===== src/rtl/pipe_stage_buf.sv =====
// pipe_stage_buf: parametrised pipeline-stage register built from DEPTH chained skid slices.
// Optional stall counter (stall_cnt, perf_clr) is enabled by defining PIPE_STAGE_PERF_EN.

module pipe_stage_slice #(
    parameter int WIDTH = 32
) (
    input  logic             clk,
    input  logic             rst_n,
    input  logic             flush,
    input  logic             up_valid,
    output logic             up_ready,
    input  logic [WIDTH-1:0] up_data,
    output logic             dn_valid,
    input  logic             dn_ready,
    output logic [WIDTH-1:0] dn_data
);
    logic             m_v, s_v;
    logic [WIDTH-1:0] m_d, s_d;
    logic             accept, head_free;

    assign up_ready  = ~s_v;
    assign accept    = up_valid & ~s_v;
    assign head_free = ~m_v | dn_ready;
    assign dn_valid  = m_v;
    assign dn_data   = m_d;

    always_ff @(posedge clk or negedge rst_n) begin
        if (!rst_n) begin
            m_v <= 1'b0;
            s_v <= 1'b0;
            m_d <= '0;
            s_d <= '0;
        end else if (flush) begin
            m_v <= 1'b0;
            s_v <= 1'b0;
        end else if (head_free) begin
            // an accept implies the skid is empty, so the new item goes straight to main
            if (accept) begin
                m_v <= 1'b1;
                m_d <= up_data;
                s_v <= 1'b0;
            end else if (s_v) begin
                m_v <= 1'b1;
                m_d <= s_d;
                s_v <= 1'b0;
            end else begin
                m_v <= 1'b0;
            end
        end else if (accept) begin
            s_v <= 1'b1;
            s_d <= up_data;
        end
    end
endmodule

module pipe_stage_buf #(
    parameter int           WIDTH     = 32,
    parameter int           DEPTH     = 1,
    parameter logic [255:0] NOP_VALUE = 256'h0000_0013
) (
    input  logic                           clk,
    input  logic                           rst_n,
    input  logic                           flush,
    input  logic                           in_valid,
    output logic                           in_ready,
    input  logic [WIDTH-1:0]               in_data,
    output logic                           out_valid,
    input  logic                           out_ready,
    output logic [WIDTH-1:0]               out_data,
    output logic [$clog2(2*DEPTH+1)-1:0]   count
`ifdef PIPE_STAGE_PERF_EN
    ,
    input  logic                           perf_clr,
    output logic [31:0]                    stall_cnt
`endif
);
    localparam int CW = $clog2(2*DEPTH+1);
    localparam logic [WIDTH-1:0] NOP = NOP_VALUE[WIDTH-1:0];

    logic [DEPTH:0]            v, r;
    logic [DEPTH:0][WIDTH-1:0] d;
    logic                      in_hs, out_hs;

    assign v[0]     = in_valid;
    assign d[0]     = in_data;
    assign r[DEPTH] = out_ready;

    generate
        for (genvar i = 0; i < DEPTH; i++) begin : g_slice
            pipe_stage_slice #(.WIDTH(WIDTH)) u_slice (
                .clk      (clk),
                .rst_n    (rst_n),
                .flush    (flush),
                .up_valid (v[i]),
                .up_ready (r[i]),
                .up_data  (d[i]),
                .dn_valid (v[i+1]),
                .dn_ready (r[i+1]),
                .dn_data  (d[i+1])
            );
        end
    endgenerate

    assign in_ready  = r[0];
    assign out_valid = v[DEPTH];
    // bubbles present a harmless instruction downstream
    assign out_data  = v[DEPTH] ? d[DEPTH] : NOP;

    assign in_hs  = in_valid & in_ready;
    assign out_hs = out_valid & out_ready;

    always_ff @(posedge clk or negedge rst_n) begin
        if (!rst_n)
            count <= '0;
        else if (flush)
            count <= '0;
        else
            count <= count + CW'(in_hs) - CW'(out_hs);
    end

`ifdef PIPE_STAGE_PERF_EN
    always_ff @(posedge clk or negedge rst_n) begin
        if (!rst_n)
            stall_cnt <= '0;
        else if (perf_clr)
            stall_cnt <= '0;
        else if (out_valid && !out_ready && stall_cnt != 32'hFFFF_FFFF)
            stall_cnt <= stall_cnt + 32'd1;
    end
`endif
endmodule


===== config.mk =====
export PLATFORM = sky130hd
export DESIGN_NAME = pipe_stage_buf
export DESIGN_NICKNAME = d
export VERILOG_FILES = /design/src/rtl/pipe_stage_buf.sv
export SDC_FILE = /design/constraint.sdc
export NUM_CORES = 1
export LEC_CHECK = 0
export CORE_MARGIN = 5
export CORE_UTILIZATION = 51
export DETAILED_ROUTE_END_ITERATION = 16
export PLACE_DENSITY = 0.8
export SYNTH_ARGS = -nofsm -noshare
export SYNTH_HDL_FRONTEND = slang
export SYNTH_SLANG_ARGS = --single-unit

===== constraint.sdc =====
create_clock -name clk -period 2.3 [get_ports clk]
set_clock_uncertainty 0.1 [all_clocks]
set_input_delay 0.46 -clock clk [delete_from_list [all_inputs] [get_ports clk]]
set_output_delay 0.46 -clock clk [all_outputs]
set_load 0.1 [all_outputs]

==> out/qor.txt <==
========================================================================================
Dominant combinational cell family by area after synthesis ................ multiplexers
Vias per cell .............................................................         5.23
R2R setup slack ...........................................................      0.46 ns
Pin slew with the least headroom to its limit .............................     0.634 ns
Number of cells upsized or downsized after cts ............................            0
Type of element capturing the critical path ............................... primary output
Fin. max-slew vios ........................................................            0
Class of the tightest hold or removal check ...............................  in -> async
Top cell type by total area after synthesis ............................... sky130_fd_sc_hd__dfrtp_1
Clock tree sinks ..........................................................           68
Xor and xnor fraction of the mapped netlist area ..........................      0.00528
Crit path arrival time ....................................................      1.59 ns
Final HPWL from detailed placement ........................................      4770 um
Number of antenna-violating nets in the routed design .....................            0
Routability congestion estimate from global placement .....................        0.694
Antenna violations before repair ..........................................            0
Fraction of the mapped netlist area in compound gates .....................      0.00151
Cell Count Post-Placement .................................................          373
X dimension of the die ....................................................      90.7 um
Utilization after layout ..................................................        0.730
Die outline height ........................................................      90.7 um
Syn Nets ..................................................................          265
Number of buffers created by CTS ..........................................            9
Crit path kind ............................................................   reg -> out
Clock transition at the registers of the reported paths ...................      0.07 ns
Initial Util ..............................................................        0.523
Multiplexer share of the synthesized area .................................        0.349
Total Negative Setup Slacks ...............................................         0 ns
Synthesis-to-finish area growth ...........................................        39.5%
Total number of vias ......................................................         2036
Maximum number of pins on one net before global-route repair ..............           31
LEAKAGE ...................................................................      2.03 nW
Routed WL per cell ........................................................      17.1 um
Average instance area after synthesis .....................................   14.7 sq um
Top-area cell type share of the netlist area ..............................        0.512
Final routed wirelength across all metal layers ...........................      6650 um
Clock Latency Late Sink ...................................................      0.33 ns
Cells after Synth .........................................................          226
Worst slew slack as a fraction of its limit ...............................        0.577
Aggregate global-route resource usage .....................................        0.174
CP max FO .................................................................           28
Mapped cell area ..........................................................   3320 sq um
Iteration-0 DRC count of the detailed router ..............................           44
Setup WS pre-CTS ..........................................................    0.0829 ns
Vias in the first global route ............................................         2279
Number of nets in the layout ..............................................          346
Layout Cell Area excl Fill ................................................   4630 sq um
Setup slack after layout ..................................................     0.151 ns
Outcome ................................................................... finished clean
Setup-violating endpoint count in the final report ........................            0
Capturing point of the worst reg2reg path ................................. g_slice[0].u_slice.s_d[5]
Number of hold-slack violations in the final timing report ................            0
Total die area ............................................................   8220 sq um
Post-Synth Simple-Gate Area ...............................................       0.0878
Proportion of layout cells with a drive suffix above 1 ....................        0.532
Buffer count from post-CTS setup fixing ...................................            0
Max capacitance violation total ...........................................            0
Launching point of the worst reg2reg path ................................. g_slice[0].u_slice.dn_valid
Post-placement cell area ..................................................   4470 sq um
Ant diodes ................................................................            0
CP bufs+invs ..............................................................            2
TritonCTS clock tree ......................................................        built
Leading cell types by total area after synthesis .......................... sky130_fd_sc_hd__dfrtp_1 51%, sky130_fd_sc_hd__mux2_2 25%, sky130_fd_sc_hd__mux2_4 9.5%, sky130_fd_sc_hd__and2_1 5.7%, sky130_fd_sc_hd__buf_6 2.4%
Post-Synth Adder-Cell Area ................................................      0.00754
Worst VDD drop ............................................................     0.543 mV
Setup repair after global routing missed its margin .......................           no
Core Box Area .............................................................   6350 sq um
Post-Layout Cell Count ....................................................          389
IO Pins ...................................................................           73
# H-tree levels ...........................................................            3
Ordered list of cells on the worst path ................................... buf_4 > and2_1 > buf_12
Distinct cells, synth .....................................................           19
First-pass GRT wire length ................................................     11400 um
Power density over the cells ..............................................  876 nW/um^2
Fraction of the yosys area taken by sequential cells ......................        0.512
Number of warnings reported in the yosys synthesis log ....................            0
Worst Path Required .......................................................      1.74 ns
Final worst path period need ..............................................      2.15 ns
Grt ovf ...................................................................            0
Drt first pass iters ......................................................            4
Number of hold buffers added after cts ....................................            0
Portion of the clock cycle consumed by the worst path in the final layout .        0.934
# port buffers ............................................................           72
Number of design rule violations left after detail routing ................            0
Max incr delay on CP ......................................................      0.63 ns
Largest delay share family, worst path ....................................   flip-flops
Critical path launch point type ...........................................         flop
Flop and latch count out of synthesis .....................................           68
Clk Tree Root Cell ........................................................ sky130_fd_sc_hd__clkbuf_8
Register-to-Register Path Depth ...........................................            4
Total number of placement rows ............................................           29
Maximum frequency from static timing analysis .............................    0.465 GHz
Max stage delay cell, worst path .......................................... sky130_fd_sc_hd__dfrtp_2
Bufs on Longest Clock Path ................................................            2
Most common library cell in the layout ignoring fill and taps ............. sky130_fd_sc_hd__mux2_2
Top library cells by usage in the layout, fill and taps aside ............. 75 x sky130_fd_sc_hd__mux2_2, 67 x sky130_fd_sc_hd__dfrtp_1, 36 x sky130_fd_sc_hd__buf_12, 35 x sky130_fd_sc_hd__clkdlybuf4s50_1, 25 x sky130_fd_sc_hd__and2_1
========================================================================================
==> stage by stage <==
stage / hold WS [ns] / power, mW
2_1_floorplan: 0.0644 / 2.71
3_3_place_gp: 0.384 / 3.21
3_5_place_dp: 0.389 / 3.25
4_1_cts: 0.0523 / 4.09
5_1_grt: 0.0976 / 4.25
6_report: 0.0471 / 4.06
==> where the power goes <==
group | total [mW] | switching [mW] | internal (mW)
Combinational | 1.55 | 0.807 | 0.746
Sequential | 1.67 | 0.164 | 1.51
Clock | 0.830 | 0.411 | 0.419
Total | 4.06 | 1.38 | 2.67
==> state kept, by name, summed over array words and instances, names as in the netlist <==
register                  count
count                         2
g_slice.u_slice.dn_data      32
g_slice.u_slice.dn_valid      1
g_slice.u_slice.s_d          32
g_slice.u_slice.s_v           1
==> per-layer routing <==
| layer | vias up | part of all wire | global-route usage |
|---|---|---|---|
| met5 | - | 0 | 0 |
| met1 | 1032 | 0.44 | 0.220 |
| met4 | 0 | 0.014 | 0.0670 |
| met3 | 10 | 0.048 | 0.0450 |
| met2 | 47 | 0.49 | 0.285 |
| li1 | 947 | - | - |
==> Yosys cell counts <==
library cell / instances
sky130_fd_sc_hd__ha_1: 2
sky130_fd_sc_hd__nor2b_4: 1
sky130_fd_sc_hd__inv_1: 2
sky130_fd_sc_hd__nand2b_1: 4
sky130_fd_sc_hd__mux2_2: 75
sky130_fd_sc_hd__nor2_1: 2
sky130_fd_sc_hd__nor3_4: 2
sky130_fd_sc_hd__nor2b_1: 1
sky130_fd_sc_hd__mux2_4: 21
sky130_fd_sc_hd__clkbuf_1: 3
sky130_fd_sc_hd__nand2b_4: 1
sky130_fd_sc_hd__and2_1: 30
sky130_fd_sc_hd__buf_6: 7
sky130_fd_sc_hd__a21oi_1: 1
sky130_fd_sc_hd__xor2_1: 1
sky130_fd_sc_hd__buf_4: 3
sky130_fd_sc_hd__nor3_1: 1
sky130_fd_sc_hd__xnor2_1: 1
sky130_fd_sc_hd__dfrtp_1: 68
==> how the worst max path moves through the flow <==
| stage | startpoint | to | slack, ns | cells after the start |
|---|---|---|---|---|
| after global placement | in_valid | g_slice[0].u_slice.s_d[25] | 0.12 | 5 |
| after CTS | g_slice[0].u_slice.dn_valid | out_data[7] | 0.10 | 3 |
| after detailed placement | in_valid | g_slice[0].u_slice.s_d[24] | 0.08 | 5 |
| final | g_slice[0].u_slice.dn_valid | out_data[7] | 0.15 | 3 |
| after floorplan | g_slice[0].u_slice.dn_valid | out_data[6] | 0.00006 | 2 |
| after global routing | g_slice[0].u_slice.dn_valid | out_data[9] | 0.01 | 3 |
==> kinds of logic (layout without fill, tap and decap cells) <==
| logic type | count (synthesis) | in the layout |
|---|---|---|
| fa+ha+maj | 2 | 2 |
| flops | 68 | 68 |
| xor+xnor | 2 | 2 |
| mux | 96 | 96 |
| compound gates | 1 | 1 |
| simple gates | 42 | 42 |
| buf+inv | 15 | 101 |
==> layout make-up <==
| cell class | instances | area (sq um) |
|---|---|---|
| fillers | 415 | 1720 |
| flip-flops and latches | 68 | 1700 |
| multi-input cells | 143 | 1510 |
| repair buffers | 83 | 1160 |
| clock buffers | 14 | 153 |
| well taps | 77 | 96.3 |
| clock inverters | 2 | 10.0 |
| inverters | 2 | 7.51 |
Power figures use the tool's default switching activity.
